===== config.mk =====
export PLATFORM = sky130hd
export DESIGN_NAME = rf_wb_arbiter
export DESIGN_NICKNAME = d
export VERILOG_FILES = /design/src/rtl/rf_wb_arbiter_pkg.sv /design/src/rtl/rf_scoreboard.sv /design/src/rtl/rf_wb_arbiter.sv
export SDC_FILE = /design/constraint.sdc
export NUM_CORES = 1
export LEC_CHECK = 0
export ABC_AREA = 1
export BUFFER_PORTS_ARGS = -buffer_cell sky130_fd_sc_hd__clkbuf_2
export CAP_MARGIN = 25
export CORE_AREA = 2 2 76 78
export CTS_BUF_LIST = sky130_fd_sc_hd__clkbuf_4 sky130_fd_sc_hd__clkbuf_8 sky130_fd_sc_hd__clkbuf_16
export CTS_CLUSTER_SIZE = 20
export DETAILED_ROUTE_END_ITERATION = 8
export DIE_AREA = 0 0 78 80
export PLACE_DENSITY_LB_ADDON = 0.08
export SKIP_LAST_GASP = 1
export SYNTH_ARGS = -nofsm -noshare
export SYNTH_HDL_FRONTEND = slang
export SYNTH_SLANG_ARGS = --single-unit

===== constraint.sdc =====
create_clock -name clk -period 1.68 [get_ports clk]
set_clock_uncertainty 0.2 [all_clocks]
set_input_delay 0.336 -clock clk [delete_from_list [all_inputs] [get_ports clk]]
set_output_delay 0.336 -clock clk [all_outputs]
set_load 0.03 [all_outputs]

===== src/rtl/rf_wb_arbiter_pkg.sv =====
// ---------------------------------------------------------------------------
// rf_wb_arbiter_pkg
//   Shared widths, arbiter state encoding and a small sizing helper for the
//   register-file writeback arbiter and its busy-register scoreboard.
// ---------------------------------------------------------------------------
package rf_wb_arbiter_pkg;

  localparam int REG_ADDR_WIDTH = 5;
  localparam int DATA_WIDTH     = 32;

  // S_PRIO0 is the normal mode (pipeline first); S_PRIO1 is the one-cycle
  // forced grant to the long-latency unit after it has starved.
  typedef enum logic {
    S_PRIO0 = 1'b0,
    S_PRIO1 = 1'b1
  } arb_state_e;

  // Bits needed to hold 0..max inclusive; never narrower than one bit.
  function automatic int cnt_width(input int max);
    return (max < 1) ? 1 : $clog2(max + 1);
  endfunction

endpackage


===== src/rtl/rf_scoreboard.sv =====
// ---------------------------------------------------------------------------
// rf_scoreboard
//   Busy vector for registers that have an outstanding long-latency write.
//   A bit is set when the op is issued and cleared when its writeback is
//   granted. Register 0 is never marked busy.
//
// Ports
//   clk       in   clock
//   rst       in   asynchronous active-high reset, clears every busy bit
//   set_en    in   issue strobe
//   set_addr  in   destination register of the issued op
//   clr_en    in   writeback grant strobe
//   clr_addr  in   destination register of the granted writeback
//   qry_addr  in   register to look up
//   qry_busy  out  combinational busy bit of qry_addr
// ---------------------------------------------------------------------------
module rf_scoreboard #(
  parameter int ADDR_W = 5
) (
  input  logic              clk,
  input  logic              rst,
  input  logic              set_en,
  input  logic [ADDR_W-1:0] set_addr,
  input  logic              clr_en,
  input  logic [ADDR_W-1:0] clr_addr,
  input  logic [ADDR_W-1:0] qry_addr,
  output logic              qry_busy
);

  localparam int NREG = 2 ** ADDR_W;

  logic [NREG-1:0] busy;

  // The set is written after the clear so that a reissue to the register
  // being retired in the same cycle keeps it busy.
  always_ff @(posedge clk or posedge rst) begin
    if (rst) begin
      busy <= '0;
    end else begin
      if (clr_en) begin
        busy[clr_addr] <= 1'b0;
      end
      if (set_en && (set_addr != '0)) begin
        busy[set_addr] <= 1'b1;
      end
    end
  end

  // busy[0] can never be set, so register 0 always reads idle.
  assign qry_busy = busy[qry_addr];

endmodule


===== src/rtl/rf_wb_arbiter.sv =====
// ---------------------------------------------------------------------------
// rf_wb_arbiter
//   Shares the register file's single write port between the in-order
//   pipeline writeback (port 0) and the long-latency unit (port 1).
//   Port 0 has fixed priority; a starvation counter forces a port-1 grant
//   after STARVE_MAX consecutive denied cycles. Write outputs are registered
//   (grant in cycle N -> rf_* in cycle N+1). Writes to register 0 complete
//   the handshake but never raise rf_wen.
//
// Configuration
//   RF_WB_SCOREBOARD_EN  when defined, a busy-register scoreboard tracks
//                        issued port-1 destinations and answers qry_busy;
//                        when undefined, qry_busy is 0 and p1_iss_* and
//                        qry_addr are ignored. The port list is identical.
//
// Ports
//   clk           in   clock
//   rst           in   asynchronous active-high reset
//   p0_valid      in   pipeline WB write request
//   p0_addr       in   pipeline WB destination register
//   p0_data       in   pipeline WB write data
//   p0_ready      out  port-0 grant this cycle (combinational)
//   p1_valid      in   long-latency write request
//   p1_addr       in   long-latency destination register
//   p1_data       in   long-latency write data
//   p1_ready      out  port-1 grant this cycle (combinational)
//   p1_iss_valid  in   long-latency op issued (scoreboard set)
//   p1_iss_addr   in   destination register of the issued op
//   qry_addr      in   scoreboard query address
//   qry_busy      out  qry_addr has an outstanding port-1 write
//   rf_wen        out  register file write enable (registered)
//   rf_waddr      out  register file write address (registered)
//   rf_wdata      out  register file write data (registered)
//
// FSM states
//   state   | meaning
//   S_PRIO0 | port 0 wins any conflict; port 1 only when port 0 is idle
//   S_PRIO1 | port 1 starved; it wins this cycle and port 0 stalls
// ---------------------------------------------------------------------------
module rf_wb_arbiter
  import rf_wb_arbiter_pkg::*;
#(
  parameter int ADDR_W     = REG_ADDR_WIDTH,
  parameter int DATA_W     = DATA_WIDTH,
  parameter int STARVE_MAX = 4
) (
  input  logic              clk,
  input  logic              rst,
  input  logic              p0_valid,
  input  logic [ADDR_W-1:0] p0_addr,
  input  logic [DATA_W-1:0] p0_data,
  output logic              p0_ready,
  input  logic              p1_valid,
  input  logic [ADDR_W-1:0] p1_addr,
  input  logic [DATA_W-1:0] p1_data,
  output logic              p1_ready,
  input  logic              p1_iss_valid,
  input  logic [ADDR_W-1:0] p1_iss_addr,
  input  logic [ADDR_W-1:0] qry_addr,
  output logic              qry_busy,
  output logic              rf_wen,
  output logic [ADDR_W-1:0] rf_waddr,
  output logic [DATA_W-1:0] rf_wdata
);

  localparam int                CNT_W   = cnt_width(STARVE_MAX);
  localparam logic [CNT_W-1:0]  CNT_MAX = CNT_W'(STARVE_MAX);

  arb_state_e       state;
  logic [CNT_W-1:0] starve_cnt;
  logic [CNT_W-1:0] starve_cnt_nxt;
  logic             p0_gnt;
  logic             p1_gnt;

  // Grant decode. At most one grant, and a grant never appears without
  // the matching valid.
  always_comb begin
    p0_gnt = 1'b0;
    p1_gnt = 1'b0;
    if (state == S_PRIO1) begin
      p1_gnt = p1_valid;
      p0_gnt = p0_valid & ~p1_valid;
    end else begin
      p0_gnt = p0_valid;
      p1_gnt = p1_valid & ~p0_valid;
    end
  end

  assign p0_ready = p0_gnt;
  assign p1_ready = p1_gnt;

  // Counts consecutive denied port-1 cycles; any grant or withdrawal
  // restarts the count.
  always_comb begin
    starve_cnt_nxt = '0;
    if (p1_valid && !p1_gnt) begin
      starve_cnt_nxt = (starve_cnt == CNT_MAX) ? CNT_MAX : starve_cnt + 1'b1;
    end
  end

  // Priority flips on the edge where the count reaches STARVE_MAX, so the
  // forced grant lands in the very next cycle (denied STARVE_MAX cycles,
  // granted on the following one).
  always_ff @(posedge clk or posedge rst) begin
    if (rst) begin
      state      <= S_PRIO0;
      starve_cnt <= '0;
    end else begin
      starve_cnt <= starve_cnt_nxt;
      case (state)
        S_PRIO0: begin
          if (starve_cnt_nxt == CNT_MAX) begin
            state <= S_PRIO1;
          end
        end
        S_PRIO1: begin
          if (p1_gnt || !p1_valid) begin
            state <= S_PRIO0;
          end
        end
        default: state <= S_PRIO0;
      endcase
    end
  end

  // Address/data are captured on every grant; the enable is suppressed for
  // register 0 so the write is dropped while the handshake still completes.
  always_ff @(posedge clk or posedge rst) begin
    if (rst) begin
      rf_wen   <= 1'b0;
      rf_waddr <= '0;
      rf_wdata <= '0;
    end else begin
      rf_wen <= 1'b0;
      if (p0_gnt) begin
        rf_wen   <= (p0_addr != '0);
        rf_waddr <= p0_addr;
        rf_wdata <= p0_data;
      end else if (p1_gnt) begin
        rf_wen   <= (p1_addr != '0);
        rf_waddr <= p1_addr;
        rf_wdata <= p1_data;
      end
    end
  end

`ifdef RF_WB_SCOREBOARD_EN
  rf_scoreboard #(
    .ADDR_W (ADDR_W)
  ) u_scoreboard (
    .clk      (clk),
    .rst      (rst),
    .set_en   (p1_iss_valid),
    .set_addr (p1_iss_addr),
    .clr_en   (p1_gnt),
    .clr_addr (p1_addr),
    .qry_addr (qry_addr),
    .qry_busy (qry_busy)
  );
`else
  logic unused_sb_inputs;
  assign unused_sb_inputs = ^{p1_iss_valid, p1_iss_addr, qry_addr};
  assign qry_busy         = 1'b0;
`endif

endmodule


==> results of run 1 <==
-- sequential cells by signal, summed over array words and instances, names as in the netlist --
register,flops
rf_waddr,5
rf_wdata,32
rf_wen,1
state,1
starve_cnt,3
-- power by group through the flow --
stage | registers [W] | clock network [W] | logic [W]
global route | 0.00118 | 0.000697 | 0.000807
floorplan | 0.00137 | 0 | 0.000267
CTS | 0.00117 | 0.000651 | 0.000727
detailed placement | 0.00118 | 0 | 0.000722
finish | 0.00116 | 0.000627 | 0.000724
global placement | 0.00118 | 0 | 0.000719
-- cell usage after synthesis (all sizes together) --
cell / n
a21oi: 1
buf: 18
clkbuf: 2
conb: 1
dfrtp: 42
ha: 2
inv: 14
nand2: 197
nand3: 5
nand3b: 35
nand4: 1
nor2: 7
-- through the flow --
step	setup WS (ns)	utilization (%)	cell area (um2)
after global placement	0.188	55.2	2980
after detailed placement	0.172	55.2	2980
after global routing	0.00436	57.5	3110
after CTS	0.0117	57.1	3090
final	0.0729	57.5	3110
after floorplan	0.170	-	2310
-- critical path, delay by kind of cell (launching register included) --
family,cells,cell delay [ns]
AND/OR/NAND/NOR,2,0.16
flip-flops,1,0.38
buffers and inverters,2,0.24
-- final cells by class --
cell class	instances	share of cell area, %
repair buffers	130	23.1
flip-flops and latches	42	33.8
multi-input cells	249	35.7
inverters	14	1.69
clock buffers	6	2.46
well taps	72	2.90
clock inverters	1	0.242
-- layer usage --
layer / global-route usage [%] / vias to the layer above / wire, um
met4: 6.14 / 0 / 36
met2: 33.7 / 89 / 2750
met5: 0 / - / 0
met3: 5.09 / 6 / 408
li1: - / 1222 / -
met1: 26.9 / 1026 / 2820
-- what timing repair did --
item                       4_1_cts  5_1_grt
gates resized for setup          4        6
pin swaps                        0        1
hold endpoints to repair        42        0
setup endpoints to repair        2        2
buffers inserted                 0        1
hold buffers                     1        0
-- worst min-delay path by stage --
stage / startpoint / end / slack [ns] / depth (start not counted)
finish: p1_data[24] / rf_wdata[24]$_DFFE_PP0P_ / 0.12 / 4
global route: p1_data[5] / rf_wdata[5]$_DFFE_PP0P_ / 0.12 / 4
CTS: p1_data[24] / rf_wdata[24]$_DFFE_PP0P_ / 0.11 / 4
detailed placement: rst / rf_wdata[10]$_DFFE_PP0P_ / 0.17 / 3
global placement: rst / rf_wdata[9]$_DFFE_PP0P_ / 0.16 / 3
floorplan: p1_valid / rf_waddr[4]$_DFFE_PP0P_ / 0.32 / 3
-- kinds of logic (layout without fill, tap and decap cells) --
| group | after synthesis | in the layout | synth area share, % |
|---|---|---|---|
| other cells | 1 | 1 | 0.162 |
| buf+inv | 34 | 151 | 7.24 |
| compound gates | 1 | 1 | 0.216 |
| flops | 42 | 42 | 45.4 |
| simple gates | 245 | 245 | 45.9 |
| fa+ha+maj | 2 | 2 | 1.08 |
==> flow_summary_export.csv, run 1 <==
group,metric,value,unit
floorplanning,core_area,0.00541,mm2
setup_path,crit_chain,"inv_2 -> nand2_4 -> nand2_1 -> buf_4",
synth,syn_avg_cell_area,7.12,um2
route,drc_errors,0,
placed_design,dp.cells,505,
setup_path,rr_startpoint,"state$_DFF_PP0_",
sta,clock.fmax,622,MHz
layout,regArea,0.00105,mm2
floorplanning,initial_core_util,42.8,%
setup_path,crit_start,"state$_DFF_PP0_",
sta,layout_min_cycle_time,1.61,ns
power,clockPowerShare,24.9,%
sta,whs,0.117,ns
run,drv_cap,0,
power,p_sw_share,33.9,%
layout,antenna_cells,0,
floorplanning,io_pins,130,
setup_path,r2r_cells,8,
route,wl_per_cell,11.7,um
layout,layout.cells.non_filler,514,
global_route,grt_max_degree,43,
setup_path,r2r_end,"rf_wdata[31]$_DFFE_PP0P_",
synth,ys_seq_elements,42,
route,drt_iter0_drc,64,
setup_path,worstPathArrival,1.07,ns
synth,seq_area_frac_synth,45.4,%
sta,tns,0,ns
run_status,status,"finished, final reports clean",
power,seq_power_share,46.3,%
synth,syn_nets,416,
route,drt-vias-per-instance,4.56,
sta,timing.final.crit_share,95.7,%
power,powerDensity,809,mW/mm2
setup_path,crit_type,"flip-flop to output port",
global_route,grt_pass1_wl,10100,um
cts,cts_tree,"built",
cts,clk_pin_slew_worst_paths,0.08,ns
route,via_count,2343,
layout,syn_to_final_growth,34.3,%
sta,report.final.hold_viol_count,0,
global_route,grt_pass1_vias,2256,
layout,fill_cells,528,
layout,layout_common_cells,"nand2_1 (195), clkbuf_2 (115), dfrtp_1 (42), nand3b_1 (35), inv_1 (12)",
cts,clock-sinks,42,
setup_path,crit_required,1.14,ns
setup_path,cp_slowest_cell,"dfrtp_1",
power,max-vdd-ir-drop,335,uV
setup_path,crit_fanout,4,
cts,ctsRootBufferMaster,"clkbuf_8",
route,wl,6010,um
global_route,grt_util_all_layers,20.5,%
setup_path,r2r_slack,0.25,ns
sta,final-max-slew-violation-count,0,
synth,synthDistinctLibCells,14,
power,intPower,0.00166,W
layout,drive_gt1_share,31.9,%
placed_design,place.gp.congestion,0.782,
placed_design,port_buffers,117,
setup_path,cp-endpoint,"p0_ready",
route,drtPass1Iterations,4,
global_route,antenna_found_initial,0,
cts,clk_latency,0.29,ns
sta,rsz0062_at_grt,"no",
synth,synth_top_area_share,45.4,%
synth,synth_cells,325,
cts,clk_path_buf_depth,2,
placed_design,hpwlAfterDp,4380,um
hold_path,hold_class,"input port to flip-flop",
route,drtAntennaViolNets,0,
synth,yosysTopAreaCell,"dfrtp_1",
layout,multi_input_area,0.00111,mm2
synth,yosys-top-cells-area,"dfrtp_1 (45%), nand2_1 (32%), nand3b_1 (11%)",
synth,ys_warn_count,0,
cts,numCtsBuffers,5,
cts,htree_levels,2,
setup_path,max_stage_delay,0.38,ns
floorplanning,rows,27,
floorplanning,die_h,80,um
setup_path,critPathLaunchType,"flip-flop",
setup_path,endpoint_kind,"output port",
layout,layout_commonest_cell,"nand2_1",
synth,syn_area,0.00231,mm2
power,p_leak,1.88,nW
power,finalPower,0.00252,W
power,p_switching,0.000853,W
floorplanning,die_area,0.00624,mm2
floorplanning,fp.dieW,78,um
sta,setup_viol,0,
layout,finalNetCount,533,
power,combPwrFrac,28.8,%
global_route,overflow,0,
Note: power is estimated with default switching activity, not from simulation.
==> run 2: changes to the inputs <==
==> constraint.sdc (replaced) <==
create_clock -name clk -period 1.6 [get_ports clk]
set_clock_uncertainty 0.2 [all_clocks]
set_input_delay 0.32 -clock clk [delete_from_list [all_inputs] [get_ports clk]]
set_output_delay 0.32 -clock clk [all_outputs]
set_load 0.03 [all_outputs]
==> run 2 against run 1 <==
Global-route usage increased by 0.69 points. Worst hold slack got worse by 0.025 ns. Design area increased by 2.2%. Worst setup slack got worse by 0.051 ns. First-iteration DRC count decreased by 7.8%. Die area unchanged. Combinational power increased by 7.3%. Critical path depth increased by 1. Clock power increased by 10%. Final cell count increased by 1.4%. Register-to-register slack got worse by 0.07 ns. Non-clock buffer count increased by 6. Critical endpoint is now p1_ready. Largest power group unchanged. Highest routed layer unchanged.
==> flow_summary_export.csv, run 2 (synthesis results as in run 1) <==
group,metric,value,unit
power,max-vdd-ir-drop,357,uV
setup_path,critPathLaunchType,"flip-flop",
route,routed.top_layer,"met4",
setup_path,r2r_cells,8,
placed_design,hpwlAfterDp,4540,um
global_route,grt_max_degree,43,
floorplanning,die_h,80,um
cts,clk_pin_slew_worst_paths,0.08,ns
cts,numCtsBuffers,5,
floorplanning,core_area,0.00541,mm2
sta,rsz0062_at_grt,"yes",
route,wl_per_cell,11.8,um
sta,tns,0,ns
route,drc_errors,0,
layout,layout_common_cells,"nand2_1 (194), clkbuf_2 (115), dfrtp_1 (42), nand3b_1 (35), buf_4 (16)",
sta,report.final.hold_viol_count,0,
cts,htree_levels,2,
power,intPower,0.00177,W
floorplanning,initial_core_util,42.8,%
hold_path,worst_hold_path.num_cells,4,
layout,final_util,58.8,%
global_route,overflow,0,
setup_path,crit_required,1.08,ns
floorplanning,die_area,0.00624,mm2
route,drtAntennaViolNets,0,
cts,cts_tree,"built",
layout,finalNetCount,539,
layout,largest_reg_flops,32,
route,drt-vias-per-instance,4.60,
sta,layout_min_cycle_time,1.58,ns
run_status,status,"finished, final reports clean",
setup_path,crit_type,"flip-flop to output port",
layout,regArea,0.00105,mm2
route,route.met3.wl,519,um
layout,antenna_cells,0,
route,met2WireLength,2820,um
power,clockPowerShare,25.6,%
route,wl,6140,um
placed_design,port_buffers,117,
route,drtPass1Iterations,4,
cts,clk_path_buf_depth,2,
route,via_count,2395,
layout,layout_commonest_cell,"nand2_1",
power,p_leak,1.92,nW
power,p_sw_share,34.3,%
setup_path,worstPathArrival,1.06,ns
sta,final-max-slew-violation-count,0,
layout,fill_cells,546,
cts,clk_latency,0.30,ns
power,seq_power_share,45.5,%
cts,clock-sinks,42,
layout,layout.cells.non_filler,521,
setup_path,endpoint_kind,"output port",
setup_path,crit_fanout,4,
global_route,grt_pass1_wl,10500,um
setup_path,r2r_slack,0.18,ns
placed_design,place.gp.congestion,0.778,
sta,clock.fmax,634,MHz
floorplanning,rows,27,
setup_path,r2r_end,"rf_wdata[4]$_DFFE_PP0P_",
layout,regMostFlops,"rf_wdata",
layout,drive_gt1_share,33.4,%
hold_path,hold_class,"input port to flip-flop",
placed_design,dp.cells,509,
global_route,grt_util_all_layers,21.2,%
sta,setup_viol,0,
floorplanning,io_pins,130,
layout,reg_top3,"rf_wdata: 32 flops, rf_waddr: 5 flops, starve_cnt: 3 flops",
global_route,grt_pass1_vias,2333,
global_route,antenna_found_initial,0,
run,drv_cap,0,
hold_path,hp-start,"p1_data[10]",
power,powerDensity,847,mW/mm2
power,combPwrFrac,28.9,%
sta,timing.final.crit_share,98.6,%
cts,ctsRootBufferMaster,"clkbuf_8",
hold_path,hold_path_end,"rf_wdata[10]$_DFFE_PP0P_",
layout,syn_to_final_growth,37.2,%
setup_path,rr_startpoint,"state$_DFF_PP0_",
route,drt_iter0_drc,59,
layout,multi_input_area,0.00111,mm2
power,p_switching,0.000923,W
floorplanning,fp.dieW,78,um
route,wl_met1,2730,um
power,finalPower,0.00269,W
==> run 2: through the flow <==
stage,hold WS [ns],instance area (um2),setup WS [ns]
2_1_floorplan,0.307,2310,0.106
3_3_place_gp,0.147,3010,0.0939
4_1_cts,0.0900,3160,-0.0133
6_report,0.0920,3180,0.0223
5_1_grt,0.101,3180,-0.0413
3_5_place_dp,0.148,3010,0.0379
==> run 2: what timing repair did <==
| action | CTS | global route |
|---|---|---|
| pin swaps | 1 | 1 |
| cloned | 0 | 0 |
| hold endpoints to repair | 42 | 0 |
| buffers inserted | 2 | 1 |
| endpoints found under the setup margin | 2 | 2 |
| hold buffers | 1 | 0 |
| gates resized for setup | 9 | 5 |
==> run 2: worst max-delay path, stage by stage, from the launching register on <==
cell     delay (ns)
dfrtp_1        0.38
inv_2          0.07
nand2_4        0.06
nand2_4        0.07
inv_4          0.04
buf_8          0.12
==> run 2: worst max path at each step <==
stage / start / to / slack, ns / cells after the start
finish: state$_DFF_PP0_ / p1_ready / 0.02 / 5
global placement: p0_valid / p1_ready / 0.09 / 5
CTS: state$_DFF_PP0_ / p0_ready / -0.01 / 4
global route: state$_DFF_PP0_ / p1_ready / -0.04 / 5
detailed placement: p0_valid / p1_ready / 0.04 / 5
floorplan: rst / rf_waddr[0]$_DFFE_PP0P_ / 0.11 / 1
==> run 2: cell type report <==
| class | instances | area share [%] |
|---|---|---|
| Tap cell | 72 | 2.84 |
| Sequential cell | 42 | 33.1 |
| Clock inverter | 2 | 0.433 |
| Inverter | 14 | 1.73 |
| Multi-Input combinational cell | 249 | 35.1 |
| Timing Repair Buffer | 136 | 24.4 |
| Clock buffer | 6 | 2.40 |
==> run 2: layer usage <==
layer	global-route usage, %	vias to the layer above
met5	0	-
met4	6.14	0
li1	-	1232
met1	27.5	1052
met2	35.9	104
met3	4.64	7
==> run 2: power groups by stage <==
stage	registers [W]	clock network, W	logic, W
floorplan	0.00144	0	0.000280
global placement	0.00124	0	0.000761
detailed placement	0.00124	0	0.000770
CTS	0.00122	0.000711	0.000782
global route	0.00124	0.000758	0.000865
finish	0.00122	0.000690	0.000777
==> run 3: changes to the inputs <==
--- a/config.mk
+++ b/config.mk
@@ -14,6 +14,7 @@
 export DETAILED_ROUTE_END_ITERATION = 8
 export DIE_AREA = 0 0 78 80
 export PLACE_DENSITY_LB_ADDON = 0.08
+export REMOVE_ABC_BUFFERS = 1
 export SKIP_LAST_GASP = 1
 export SYNTH_ARGS = -nofsm -noshare
 export SYNTH_HDL_FRONTEND = slang
==> run 3 against run 2 <==
Die area is the same. Sequential share of layout area shrank 0.59 points. Total power grew 1.3%. Combinational power grew 1%. Sequential cell count is the same. Clock-buffer cell count grew 1. Highest routed layer unchanged.
==> flow_summary_export.csv, run 3 (synthesis results as in run 1) <==
group,metric,value,unit
layout,regMostFlops,"rf_wdata",
cts,htree_levels,2,
floorplanning,core_area,0.00541,mm2
global_route,use_met3,4.52,%
setup_path,critPathLaunchType,"flip-flop",
sta,setup_viol,0,
route,drtPass1Iterations,4,
global_route,antenna_found_initial,0,
global_route,busiest_layer,"met2",
setup_path,crit_type,"flip-flop to output port",
run,drv_cap,0,
sta,timing.final.crit_share,99.8,%
route,via_count,2410,
placed_design,port_buffers,117,
cts,clock-sinks,42,
setup_path,endpoint_kind,"output port",
cts,clk_path_buf_depth,2,
global_route,grt_util_met2,34.0,%
layout,syn_to_final_growth,39.7,%
cts,cts_tree,"built",
power,powerDensity,842,mW/mm2
sta,clock.fmax,626,MHz
layout,drive_gt1_share,34.4,%
run_status,status,"finished, final reports clean",
route,wl,6180,um
layout,layout_common_cells,"nand2_1 (194), clkbuf_2 (115), dfrtp_1 (42), nand3b_1 (35), buf_4 (23)",
setup_path,worstPathArrival,1.08,ns
global_route,grt_use_met1,26.4,%
cts,ctsRootBufferMaster,"clkbuf_8",
setup_path,crit_required,1.08,ns
sta,layout_min_cycle_time,1.60,ns
floorplanning,rows,27,
global_route,grt_pass1_vias,2255,
setup_path,crit_start,"state$_DFF_PP0_",
placed_design,hpwlAfterDp,4450,um
cts,clk_latency,0.29,ns
layout,layout_commonest_cell,"nand2_1",
layout,multi_input_area,0.00111,mm2
global_route,grt_pass1_wl,10200,um
floorplanning,fp.dieW,78,um
layout,fill_cells,535,
global_route,overflow,0,
global_route,grt_max_degree,43,
layout,antenna_cells,0,
sta,report.final.hold_viol_count,0,
layout,largest_reg_flops,32,
route,drc_errors,0,
route,drt_iter0_drc,136,
hold_path,hp-start,"p1_data[4]",
placed_design,place.gp.congestion,0.765,
setup_path,crit_fanout,4,
sta,rsz0062_at_grt,"yes",
cts,numCtsBuffers,5,
floorplanning,io_pins,130,
sta,final-max-slew-violation-count,0,
layout,regArea,0.00105,mm2
layout,reg_top3,"rf_wdata: 32 flops, rf_waddr: 5 flops, starve_cnt: 3 flops",
sta,layout_setup_ws,0.00352,ns
route,drt-vias-per-instance,4.56,
global_route,grt_util_all_layers,20.3,%
hold_path,hold_class,"input port to flip-flop",
sta,whs,0.103,ns
floorplanning,die_area,0.00624,mm2
route,wl_per_cell,11.7,um
floorplanning,initial_core_util,42.8,%
placed_design,dp_slack,0.00526,ns
power,max-vdd-ir-drop,435,uV
power,p_leak,1.95,nW
route,drtAntennaViolNets,0,
layout,finalNetCount,546,
floorplanning,die_h,80,um
cts,clk_pin_slew_worst_paths,0.08,ns
setup_path,rr_startpoint,"state$_DFF_PP0_",
## run 3: cell types whose count changed in the layout (fill, tap and decap cells not counted)
cell,change
clkinv_4,-1
clkbuf_8,+1
buf_4,+7
## run 3: report_power, final
part	internal, W	total, W	switching (W)	leakage, nW
registers	0.00116	0.00122	0.0000560	0.511
logic	0.000285	0.000788	0.000503	1.39
clock network	0.000365	0.000715	0.000350	0.0517
total	0.00181	0.00272	0.000908	1.95
## run 3: cell type report
type | count | area share, %
Sequential cell | 42 | 32.5
Clock inverter | 1 | 0.155
Inverter | 14 | 1.70
Timing Repair Buffer | 143 | 25.6
Clock buffer | 7 | 2.79
Multi-Input combinational cell | 249 | 34.4
Tap cell | 72 | 2.79
## run 3: critical path: stages (launching register included)
cell	delay, ns
dfrtp_1	0.38
inv_2	0.08
nand2_4	0.07
nand2_4	0.08
inv_4	0.04
buf_8	0.12
## run 3: path summary, 6_finish.rpt
check | cells after the start | to | slack, ns
worst min register to register | 2 | rf_waddr[3]$_DFFE_PP0P_ | 0.28
min in group asynchronous | 4 | rf_wdata[28]$_DFFE_PP0P_ | 0.39
max in group asynchronous | 4 | rf_waddr[0]$_DFFE_PP0P_ | 0.61
worst max-delay path | 5 | p1_ready | 0.004
worst min-delay path | 4 | rf_wdata[4]$_DFFE_PP0P_ | 0.10
worst max register to register | 9 | state$_DFF_PP0_ | 0.09
## run 3: what timing repair did
action,in CTS,in global routing
pin swaps,1,1
setup buffers,7,1
gates cloned,0,0
hold endpoints to repair,42,0
hold buffers,1,0
resized for setup,9,5
setup endpoints to repair,2,2
## run 3: per-stage QoR
stage	std cells	utilization, %	TNS (ns)	area, um2	total power (W)
after floorplan	305	-	-26.54	2200	0.00169
after global placement	511	56.0	0	3030	0.00200
after detailed placement	511	56.0	0	3030	0.00201
after CTS	527	59.4	-0.0307	3210	0.00275
after global routing	528	59.8	-0.0909	3230	0.00288
final	528	59.8	0	3230	0.00272
## run 3: routing by layer
layer  up-vias  wire length (um)
li1       1247                 -
met1      1085              2720
met2        72              3000
met3         6               391
met4         0                60
met5         -                 0
